$ cat src/rtl/core_pkg.sv
// core_pkg: types and constants shared by the write-back arbiter and its
// load queue.
//   WordSize  - default data width of register-file write data
//   RegAddrW  - width of a GPR address (x0..x31)
//   NumRegs   - number of architectural GPRs
//   wb_req_t  - one pending register write: destination and data
//   rdn_onehot- one-hot decode of a GPR address, used to build pend_mask
package core_pkg;

    localparam int WordSize = 32;
    localparam int RegAddrW = 5;
    localparam int NumRegs  = 32;

    typedef struct packed {
        logic [RegAddrW-1:0] rdn;
        logic [WordSize-1:0] data;
    } wb_req_t;

    function automatic logic [NumRegs-1:0] rdn_onehot(input logic [RegAddrW-1:0] rdn);
        logic [NumRegs-1:0] v;
        v      = '0;
        v[rdn] = 1'b1;
        return v;
    endfunction

endpackage

$ cat src/rtl/wb_fifo.sv
// wb_fifo: small FIFO of pending load write-backs.
//   clk, rst        - clock, synchronous active-high reset (empties the queue)
//   i_push          - enqueue i_push_data (ignored while full)
//   i_push_data     - request to enqueue
//   i_pop           - drop the head entry (ignored while empty)
//   o_head          - oldest entry, valid while !o_empty
//   o_full/o_empty  - occupancy flags
//   o_count         - number of valid entries
//   o_entry_vld     - per-slot valid bits
//   o_entry_rdn     - per-slot destination registers, slot i at [i*RegAddrW +: RegAddrW]
// Push and pop in the same cycle are allowed; the count stays unchanged.
module wb_fifo
    import core_pkg::*;
#(
    parameter int Depth = 2
) (
    input  logic                          clk,
    input  logic                          rst,
    input  logic                          i_push,
    input  wb_req_t                       i_push_data,
    input  logic                          i_pop,
    output wb_req_t                       o_head,
    output logic                          o_full,
    output logic                          o_empty,
    output logic [$clog2(Depth+1)-1:0]    o_count,
    output logic [Depth-1:0]              o_entry_vld,
    output logic [Depth*RegAddrW-1:0]     o_entry_rdn
);

    localparam int PtrW = (Depth > 1) ? $clog2(Depth) : 1;
    localparam int CntW = $clog2(Depth + 1);

    wb_req_t           r_mem [Depth];
    logic [Depth-1:0]  r_vld;
    logic [PtrW-1:0]   r_wr_ptr;
    logic [PtrW-1:0]   r_rd_ptr;
    logic [CntW-1:0]   r_count;

    logic              w_push;
    logic              w_pop;

    // Explicit wrap so non-power-of-two depths stay in range.
    function automatic logic [PtrW-1:0] next_ptr(input logic [PtrW-1:0] p);
        return (p == PtrW'(Depth - 1)) ? '0 : p + 1'b1;
    endfunction

    assign o_full  = (r_count == CntW'(Depth));
    assign o_empty = (r_count == '0);
    assign w_push  = i_push && !o_full;
    assign w_pop   = i_pop && !o_empty;

    always_ff @(posedge clk) begin
        if (rst) begin
            r_wr_ptr <= '0;
            r_rd_ptr <= '0;
            r_count  <= '0;
            r_vld    <= '0;
        end else begin
            // When both happen the queue is neither empty nor full, so
            // the two pointers address different slots.
            if (w_push) begin
                r_wr_ptr        <= next_ptr(r_wr_ptr);
                r_vld[r_wr_ptr] <= 1'b1;
            end
            if (w_pop) begin
                r_rd_ptr        <= next_ptr(r_rd_ptr);
                r_vld[r_rd_ptr] <= 1'b0;
            end
            case ({w_push, w_pop})
                2'b10:   r_count <= r_count + 1'b1;
                2'b01:   r_count <= r_count - 1'b1;
                default: r_count <= r_count;
            endcase
        end
    end

    // Payload storage needs no reset: r_vld qualifies every slot.
    always_ff @(posedge clk) begin
        if (w_push) begin
            r_mem[r_wr_ptr] <= i_push_data;
        end
    end

    assign o_head      = r_mem[r_rd_ptr];
    assign o_count     = r_count;
    assign o_entry_vld = r_vld;

    always_comb begin
        o_entry_rdn = '0;
        for (int i = 0; i < Depth; i++) begin
            o_entry_rdn[i*RegAddrW +: RegAddrW] = r_mem[i].rdn;
        end
    end

endmodule

$ cat src/rtl/wb_arbiter.sv
// wb_arbiter: merges ALU results and returning load data onto the single
// GPR write port.
//   clk, rst              - clock, synchronous active-high reset
//   alu_valid/alu_ready   - ALU result handshake (alu_ready is combinational)
//   alu_rdn/alu_data      - ALU destination and result
//   ld_valid/ld_ready     - load data handshake into the load queue
//   ld_rdn/ld_data        - load destination and data
//   wbe/rdn/rdd           - registered GPR write port, wired straight to the GPR
//   pend_mask             - bit i set while a queued load targets xi (bit 0 = 0)
// Handshake: a transfer happens in a cycle where valid && ready are both 1
// at the rising edge; ready never depends on a transfer completing that
// cycle, and an offered ALU result that is not accepted stays with the caller.
// Priority: a full queue drains first, otherwise ALU beats queued loads.
module wb_arbiter #(
    parameter int WordSize = 32,
    parameter int LdDepth  = 2
) (
    input  logic                clk,
    input  logic                rst,
    input  logic                alu_valid,
    output logic                alu_ready,
    input  logic [4:0]          alu_rdn,
    input  logic [WordSize-1:0] alu_data,
    input  logic                ld_valid,
    output logic                ld_ready,
    input  logic [4:0]          ld_rdn,
    input  logic [WordSize-1:0] ld_data,
    output logic                wbe,
    output logic [4:0]          rdn,
    output logic [WordSize-1:0] rdd,
    output logic [31:0]         pend_mask
);

    import core_pkg::*;

    localparam int CntW = $clog2(LdDepth + 1);

    wb_req_t                   w_ld_req;
    wb_req_t                   w_alu_req;
    wb_req_t                   w_head;
    wb_req_t                   w_win_req;
    logic                      w_full;
    logic                      w_empty;
    logic [CntW-1:0]           w_ld_count;
    logic                      w_has_room;
    logic [LdDepth-1:0]        w_entry_vld;
    logic [LdDepth*RegAddrW-1:0] w_entry_rdn;
    logic                      w_push;
    logic                      w_sel_ld;
    logic                      w_sel_alu;
    logic                      w_win;
    logic [NumRegs-1:0]        w_pend;

    logic                      r_wbe;
    logic [4:0]                r_rdn;
    logic [WordSize-1:0]       r_rdd;

    assign w_ld_req.rdn   = ld_rdn;
    assign w_ld_req.data  = ld_data;
    assign w_alu_req.rdn  = alu_rdn;
    assign w_alu_req.data = alu_data;

    // Room is judged on the current occupancy only: a pop happening this
    // cycle does not open a slot for a push in the same cycle.
    assign w_has_room = (w_ld_count != CntW'(LdDepth));

    assign ld_ready  = !rst && w_has_room;
    assign alu_ready = !rst && alu_valid && w_has_room;
    assign w_push    = ld_valid && ld_ready;

    // A full queue would otherwise block loads forever under steady ALU
    // traffic, so it takes precedence over the ALU.
    assign w_sel_ld  = !rst && !w_empty && (w_full || !alu_valid);
    assign w_sel_alu = alu_ready;
    assign w_win     = w_sel_ld || w_sel_alu;
    assign w_win_req = w_sel_ld ? w_head : w_alu_req;

    wb_fifo #(
        .Depth (LdDepth)
    ) u_ld_q (
        .clk         (clk),
        .rst         (rst),
        .i_push      (w_push),
        .i_push_data (w_ld_req),
        .i_pop       (w_sel_ld),
        .o_head      (w_head),
        .o_full      (w_full),
        .o_empty     (w_empty),
        .o_count     (w_ld_count),
        .o_entry_vld (w_entry_vld),
        .o_entry_rdn (w_entry_rdn)
    );

    // x0 winners are consumed but never written; rdn/rdd keep their
    // previous values whenever wbe is low.
    always_ff @(posedge clk) begin
        if (rst) begin
            r_wbe <= 1'b0;
            r_rdn <= '0;
            r_rdd <= '0;
        end else if (w_win && (w_win_req.rdn != '0)) begin
            r_wbe <= 1'b1;
            r_rdn <= w_win_req.rdn;
            r_rdd <= w_win_req.data;
        end else begin
            r_wbe <= 1'b0;
        end
    end

    always_comb begin
        w_pend = '0;
        for (int i = 0; i < LdDepth; i++) begin
            if (w_entry_vld[i]) begin
                w_pend = w_pend | rdn_onehot(w_entry_rdn[i*RegAddrW +: RegAddrW]);
            end
        end
        w_pend[0] = 1'b0;
    end

    assign wbe       = r_wbe;
    assign rdn       = r_rdn;
    assign rdd       = r_rdd;
    assign pend_mask = w_pend;

endmodule

$ cat config.mk
export PLATFORM = sky130hd
export DESIGN_NAME = wb_arbiter
export DESIGN_NICKNAME = d
export VERILOG_FILES = /design/src/rtl/core_pkg.sv /design/src/rtl/wb_fifo.sv /design/src/rtl/wb_arbiter.sv
export SDC_FILE = /design/constraint.sdc
export NUM_CORES = 1
export LEC_CHECK = 0
export ABC_AREA = 1
export ABC_CLOCK_PERIOD_IN_PS = 8000
export CAP_MARGIN = 20
export CORE_UTILIZATION = 45
export CTS_BUF_LIST = sky130_fd_sc_hd__clkbuf_16
export DETAILED_ROUTE_END_ITERATION = 12
export GPL_ROUTABILITY_DRIVEN = 0
export PLACE_DENSITY = 0.75
export SETUP_SLACK_MARGIN = 0.4
export SLEW_MARGIN = 10
export SYNTH_ARGS = -nofsm -noshare
export SYNTH_HDL_FRONTEND = slang
export SYNTH_SLANG_ARGS = --single-unit
$ cat constraint.sdc
create_clock -name clk -period 8 [get_ports clk]
set_clock_uncertainty 0.1 [all_clocks]
set_input_delay 1.6 -clock clk [delete_from_list [all_inputs] [get_ports clk]]
set_output_delay 1.6 -clock clk [all_outputs]
set_load 0.03 [all_outputs]
Yosys cells after proc, flatten, opt, wreduce, memory -nomap -nowiden. Memories as Yosys holds them, arrays and structs flattened. A register that Yosys moved wholly into a read port is not among the register bits. Cells that the tools add are included.

Flip-flop bits (word level): 44. Memory bits (writable): 74. Input bits: 78. Output and inout port bits: 72. Memories kept: 1.

Add/subtract/negate cells: 4. $lt $le $gt $ge: 8. Equal/unequal tests: 4. Mux-type cells: 22. Bitwise operators: 4. Reduce and logical (&&, ||, !) cells: 22.

Memories: u_ld_q.r_mem (words 2, bits a word 37, rd ports 3, clocked after Yosys merged registers in 1, wr ports 1, line wb_fifo.sv:33) `wb_req_t r_mem [Depth];`.

Operators with widths (number): 2-to-1 mux 32 bit (2); 2-to-1 mux 37 bit (1); OR 32 bit (1); logical AND 1 bit (13); < comparator 5 x 6 -> 1 bit (second input constant) (2); 2-to-1 mux 1 bit (11); demux 1 bit (select 5 bit) (2); greater-or-equal comparator 5 x 1 -> 1 bit (second input constant) (2); 2-to-1 mux 2 bit (3); nonzero test 5 bit (1); equality test 2 bit (second input constant) (2); logical NOT 1 bit (4); < comparator 1 x 2 -> 1 bit (second input constant) (2); case mux 2 bit (2 select lines) (1); adder 1 bit (second input constant) (2); adder 2 x 1 -> 2 bit (second input constant) (1); bitwise AND 2 bit (1); demux 1 bit (select 1 bit) (2); equality test 2 x 1 -> 1 bit (second input constant) (1); greater-or-equal comparator 1 bit (second input constant) (2); logical NOT 2 bit (1); logical OR 1 bit (2); inequality test 2 bit (second input constant) (1); inverter 2 bit (1); other kinds (3) (3).

Logic depth before layout (Yosys ltp). Gate-level depths: netlist of run 1.

Depth in word-level cells: 9. Depth in mapped cells: 13. Depth with buffers taken out: 12.

By module. From an unflattened synthesis of run 1, not the netlist that was laid out.

Cell total of the unflattened synthesis: 621. Area, all modules: 5941.9 um^2.

By module, submodules not included: wb_fifo (times used 1, cells each 178, area an instance 3233.1 um^2, sequential area each 2362.3 um^2); wb_arbiter (times used 1, cells each 443, area an instance 2708.8 um^2, sequential area each 760.7 um^2).

Worst setup path after synthesis of run 1. OpenSTA, ideal clock, no wires.

Kind: input to register. Start: in rst. End: reg u_ld_q.r_wr_ptr. Library setup time: 0.119 ns. Arrival: 4.207 ns. Data required time: 7.781 ns. Slack: 3.575 ns. Stages on the path: 6. Buffers on the path: 0. Path through: nor2_1 -> nand2_1 -> nor2_1 -> inv_1 -> nand2_1 -> a21oi_1.

Longest elaborated chain between the ends: 4.

Ends and longest elaborated chain: from (decl) (line wb_arbiter.sv:19) `input logic rst,`; logical NOT 1 bit (line wb_arbiter.sv:67) `assign ld_ready = !rst && w_has_room;`; logical AND 1 bit (line wb_arbiter.sv:67); logical AND 1 bit (line wb_arbiter.sv:69) `assign w_push = ld_valid && ld_ready;`; logical AND 1 bit (line wb_fifo.sv:49) `assign w_push = i_push && !o_full;`; to (signal assigned) (line wb_fifo.sv:62) `r_wr_ptr <= next_ptr(r_wr_ptr);`; to (decl) (line wb_fifo.sv:35) `logic [PtrW-1:0] r_wr_ptr;`.

Parallel ways exist; a longest one is shown, timed or not. A chain may end at the register's enable or synchronous reset.

Worst setup path in the final report of run 1.
Start: in rst. End: out alu_ready.

Longest elaborated chain between the ends: 3.

Ends and longest elaborated chain: logical NOT 1 bit (line wb_arbiter.sv:68) `assign alu_ready = !rst && alu_valid && w_has_room;`; logical AND 1 bit (2 in series) (line wb_arbiter.sv:68); to (decl) (line wb_arbiter.sv:21) `output logic alu_ready,`.

Every way passes these cells.

==> results of run 1 <==
[metal layers]
metal | vias to the layer above | track usage
met5 | - | 0
met1 | 2230 | 0.264
met3 | 20 | 0.0466
li1 | 2379 | -
met4 | 0 | 0.0924
met2 | 194 | 0.383
[registers in the layout, summed over array words and instances, names as in the netlist, named ones only]
register	cells
u_ld_q.r_mem	74
rdd	32
rdn	5
u_ld_q.o_count	2
u_ld_q.o_entry_vld	2
u_ld_q.r_rd_ptr	1
u_ld_q.r_wr_ptr	1
wbe	1
[area by class of cell]
type,instances,area [um2]
fillers,1019,4220
flip-flops and latches,119,3120
multi-input cells,424,1990
repair buffers,150,1530
clock buffers,17,425
clock inverters,15,248
inverters,64,248
well taps,147,184
[report_power, final]
| part | switching [mW] | internal, mW | total (mW) | leakage, nW |
|---|---|---|---|---|
| Sequential | 0.0292 | 0.696 | 0.726 | 1.05 |
| Clock | 0.284 | 0.586 | 0.870 | 0.322 |
| Combinational | 0.191 | 0.132 | 0.323 | 1.72 |
| Total | 0.504 | 1.41 | 1.92 | 3.09 |
[worst max-delay path: cells and delay by family]
family        cells  cell delay, ps
buf+inv           2            1280
simple gates      1             310
[layout by cell type (no fill, tap or decap), types with 2 or more instances in the layout]
cell type	count
a21oi_1	12
bufinv_16	6
clkbuf_16	17
clkdlybuf4s50_1	148
clkinv_4	2
clkinvlp_4	2
dfxtp_1	44
edfxtp_1	74
inv_1	56
inv_2	5
inv_4	3
inv_6	3
nand2_1	131
nand2_2	4
nand3_1	50
nand3_2	2
nor2_1	117
nor2_2	17
nor2_4	2
nor3_1	12
o21ai_0	37
o31ai_1	32
[stage by stage]
| stage | instances | utilization | power, mW | worst slack (ps) | hold WS (ps) |
|---|---|---|---|---|---|
| 2_1_floorplan | 635 | - | 0.937 | 3570 | 343 |
| 3_3_place_gp | 902 | 0.587 | 1.05 | 3210 | 354 |
| 3_5_place_dp | 902 | 0.587 | 1.06 | 3130 | 362 |
| 4_1_cts | 934 | 0.644 | 1.93 | 3130 | 372 |
| 5_1_grt | 936 | 0.648 | 1.99 | 3050 | 388 |
| 6_report | 936 | 0.648 | 1.92 | 3110 | 370 |
[kinds of logic after synthesis]
family | synth area share
fa+ha+maj | 0.00227
compound gates | 0.0922
other cells | 0.000679
simple gates | 0.262
buf+inv | 0.0770
flops | 0.566
[worst max-delay path by stage]
stage / from / endpoint / slack [ps] / depth (start not counted)
2_1_floorplan: rst / u_ld_q.r_wr_ptr$_SDFFE_PP0N_ / 3570 / 6
3_3_place_gp: rst / alu_ready / 3210 / 3
3_5_place_dp: rst / alu_ready / 3130 / 3
4_1_cts: rst / alu_ready / 3130 / 3
5_1_grt: rst / alu_ready / 3050 / 3
6_report: rst / alu_ready / 3110 / 3
==> results.txt, run 1 <==
top sig layer: met4
Crit path top cell by count: clkdlybuf4s50_1
Overflow after GRT: 0
Post-Syn Instances: 635
number of flops mapped to enable cells by yosys: 74
metal3 WL: 806 um
metal2 WL: 6840 um
Critical Path RT: 6300 ps
drt pass-1 iters: 5
worst-case reg-to-reg path depth: 10
Power Density: 248 nW/um2
CTS tree: done
Buffers on Ports: 148
worst reg2reg endpoint: rdd[4]$_SDFFE_PP0P_
WP data arrival: 3190 ps
Core Box Area: 12,000 um2
clock-pin slew on the worst setup and hold paths: 50 ps
Resized cells post-CTS: 0
Max Clock Freq: 205 MHz
Synth area leader: edfxtp_1
sequential share of the synthesized area: 0.566
hold path cells: 2
reg-to-reg slack, setup: 4880 ps
vias per cell: 5.15
count leader, synth: nand2_1
Final Max Tran Viols: 0
final hold vios: 0
WHS Endpoint: rdn[3]$_SDFFE_PP0P_
Starting Density: 0.462
maxcap violations: 0
largest fanout on the critical path: 7
HP Start: rdn[3]$_SDFFE_PP0P_
# diodes: 0
critical path, cell by cell: clkdlybuf4s50_1 -> nor3_2 -> clkdlybuf4s50_1
CTS buffer count: 17
status: finished clean
CP max stage cell: clkdlybuf4s50_1
clock sinks: 119
Yosys top cell area share: 0.402
Die ar.: 12,700 um2
# IOs: 150
slew margin rel.: 0.337
DR vias: 4,823
DRC violation count after routing: 0
Placement Cell Area: 7030 um2
Post-Syn Area per Cell: 8.70 um2
Synth-to-Final Area Change: 40.3%
number of global-route vias before repair: 4,485
Fin Setup TNS: 0 ps
Post-Syn Nets: 714
Netlist cell types: 28
Synth top cells by count: nand2_1, nor2_1, edfxtp_1
Syn Std Cell Area: 5520 um2
final setup fails: 0
Worst Setup Start Kind: primary input
final period utilization: 0.611
slew at the pin with the worst max-slew slack: 988 ps
CTS root buffer: clkbuf_16
crit path kind: in2out
H-tree Lvls: 4
Setup Fix Bufs, Post-CTS: 0
wire per inst: 14.4 um
GRT Util Overall: 0.220
die height: 113 um
synthesis-stage register bit count: 119
drt initial violations: 322
die width: 113 um
first-pass GRT wire length: 21,800 um
Max VDD drop: 0.000125 V
drt total wl: 13,500 um
M1 wire length: 5630 um
number of synthesis warnings: 0
Hold Crit Class: reg2reg
Top FF cell, synth: edfxtp_1
P_leak: 3.09 nW
Final Instance Area: 7750 um2
Layout Nets: 855
initial antenna violation count: 0
pin count of the biggest net entering global routing: 74
minimum clock period after layout: 4890 ps
hold buffers post-CTS: 0
worst skew pair latency: 410 ps
Critical Path End Type: output port
crit-path max cell delay: 720 ps
HPWL reported at the end of detailed placement: 8820 um
Post-synth ARST share: 0
largest cells by area after synthesis: edfxtp_1, dfxtp_1, nand2_1
RSZ-0062 raised after global routing: false
Max clock buf depth: 2
Final ANT Viol Nets: 0
FP Rows: 40
share of cells above drive strength 1: 0.0900
(Power assumes the default switching activity.)
==> run 2: changes to the inputs <==
ABC_CLOCK_PERIOD_IN_PS = 4200   (was 8000)
CORE_UTILIZATION = 44   (was 45)
PLACE_DENSITY = 0.77   (was 0.75)
clock period = 4.2 ns   (was 8 ns; I/O delays follow)
==> results.txt, run 2 (synthesis gave the netlist of run 1 again) <==
status: finished clean (unchanged)
Core Box Area: 12,100 um2 (was 12,000 um2)
final core utilization: 0.634 (was 0.648)
reg-to-reg slack, setup: 1660 ps (was 4880 ps)
Final ANT Viol Nets: 0 (unchanged)
die width: 114 um (was 113 um)
CTS buffer count: 17 (unchanged)
final period utilization: 0.858
Die ar.: 13,000 um2 (was 12,700 um2)
Buffers on Ports: 148 (unchanged)
Setup crit end: pend_mask[19] (was alu_ready)
minimum clock period after layout: 3600 ps
Final Instance Area: 7680 um2 (was 7750 um2)
clock-pin slew on the worst setup and hold paths: 50 ps (about the same)
final hold vios: 0 (unchanged)
worst reg2reg endpoint: rdd[19]$_SDFFE_PP0P_ (was rdd[4]$_SDFFE_PP0P_)
drt pass-1 iters: 5 (unchanged)
Synth-to-Final Area Change: 39.1% (was 40.3%)
Final Non-Filler Cells: 959 (was 936)
HPWL reported at the end of detailed placement: 9430 um (was 8820 um)
Critical Path End Type: output port (unchanged)
Total Power: 3.40 mW (was 1.92 mW)
Layout Nets: 857 (was 855)
# diodes: 0 (unchanged)
GRT Util Overall: 0.221 (was 0.220)
die height: 114 um (was 113 um)
Critical Path Source: u_ld_q.r_mem[0][33]$_DFFE_PP_ (was rst)
commonest cells after routing, fill and taps aside: clkdlybuf4s50_1, nand2_1, nor2_1 (unchanged)
Critical Path RT: 3260 ps (was 6300 ps)
Placement Cell Area: 7110 um2 (was 7030 um2)
Power Density: 443 nW/um2 (was 248 nW/um2)
wire per inst: 14.4 um (about the same)
Max Clock Freq: 278 MHz
Max VDD drop: 0.000307 V (was 0.000125 V)
critical path, cell by cell: inv_1 -> nor3_1 -> nand2_1 -> o21ai_0 -> clkdlybuf4s50_1 (was clkdlybuf4s50_1 -> nor3_2 -> clkdlybuf4s50_1)
Setup WS pre-CTS: 678 ps (was 3130 ps)
WP data arrival: 2660 ps (was 3190 ps)
slew at the pin with the worst max-slew slack: 1010 ps (was 988 ps)
Resized cells post-CTS: 0 (unchanged)
RSZ-0062 raised after global routing: false (unchanged)
crit path kind: reg2out (was in2out)
maxcap violations: 0 (unchanged)
Overflow after GRT: 0 (unchanged)
pin count of the biggest net entering global routing: 74 (unchanged)
crit-path max cell delay: 780 ps (was 720 ps)
largest fanout on the critical path: 8 (was 7)
hold_ws: 367 ps (was 370 ps)
Worst Setup Start Kind: register (was primary input)
share of cells above drive strength 1: 0.0847 (was 0.0900)
slew margin rel.: 0.319 (was 0.337)
vias per cell: 5.06 (was 5.15)
CTS tree: done (unchanged)
drt total wl: 13,800 um (was 13,500 um)
DR vias: 4,852 (was 4,823)
worst skew pair latency: 400 ps (was 410 ps)
final setup fails: 0 (unchanged)
P_leak: 3.07 nW (was 3.09 nW)
Setup Fix Bufs, Post-CTS: 0 (unchanged)
max FFs per register: 74 (unchanged)
# IOs: 150 (unchanged)
CP max stage cell: nor3_1 (was clkdlybuf4s50_1)
worst-case reg-to-reg path depth: 11 (was 10)
DRC violation count after routing: 0 (unchanged)
Reg with most FFs: u_ld_q.r_mem (unchanged)
Starting Density: 0.456 (was 0.462)
FP Rows: 40 (unchanged)
number of global-route vias before repair: 4,484 (was 4,485)
Max clock buf depth: 2 (unchanged)
drt initial violations: 437 (was 322)
Fin Setup TNS: 0 ps (unchanged)
initial antenna violation count: 0 (unchanged)
H-tree Lvls: 4 (unchanged)
final worst setup slack: 597 ps (was 3110 ps)
hold buffers post-CTS: 0 (unchanged)
clock sinks: 119 (unchanged)
first-pass GRT wire length: 22,000 um (was 21,800 um)
Final Max Tran Viols: 0 (unchanged)
Inst Count DP: 927 (was 902)
commonest non-fill, non-tap cell in the layout: clkdlybuf4s50_1 (unchanged)
CTS root buffer: clkbuf_16 (unchanged)
Hold Crit Class: reg2reg (unchanged)
-- run 2: layer usage --
layer | part of all wire | GRT usage | wire length, um
met5 | 0 | 0 | 0
met3 | 0.068 | 0.0627 | 933
met2 | 0.52 | 0.392 | 7160
met1 | 0.39 | 0.252 | 5450
met4 | 0.019 | 0.0831 | 257
-- run 2: worst min-delay path by stage --
stage,start,to,slack [ps],cells after the start
after detailed placement,rdn[3]$_SDFFE_PP0P_,rdn[3]$_SDFFE_PP0P_,360,2
after CTS,rdn[3]$_SDFFE_PP0P_,rdn[3]$_SDFFE_PP0P_,370,2
after floorplan,u_ld_q.r_wr_ptr$_SDFFE_PP0N_,u_ld_q.r_wr_ptr$_SDFFE_PP0N_,340,2
after global routing,rdd[13]$_SDFFE_PP0P_,rdd[13]$_SDFFE_PP0P_,390,2
after global placement,rdn[4]$_SDFFE_PP0P_,rdn[4]$_SDFFE_PP0P_,350,2
final,rdn[3]$_SDFFE_PP0P_,rdn[3]$_SDFFE_PP0P_,370,2
-- run 2: final cells by class --
type	count	area [um2]
clock buffer	17	425
clock inverter	15	146
fill	1014	4430
inverter	64	248
multi-input combinational	424	1990
sequential	119	3120
tap	168	210
timing repair buffer	152	1540
-- run 2: report_power, final --
group          internal [mW]  leakage (nW)  switching, mW
combinational          0.251          1.73          0.383
sequential              1.33          1.05         0.0413
clock                  0.912         0.290          0.483
total                   2.49          3.07          0.907
-- run 2: worst max-delay path, delay by kind of cell, from the launching register on --
| family | cells | cell delay, ps |
|---|---|---|
| and+or+nand+nor | 2 | 950 |
| buffers and inverters | 2 | 780 |
| DFF | 1 | 400 |
| AOI/OAI and AO/OA | 1 | 130 |
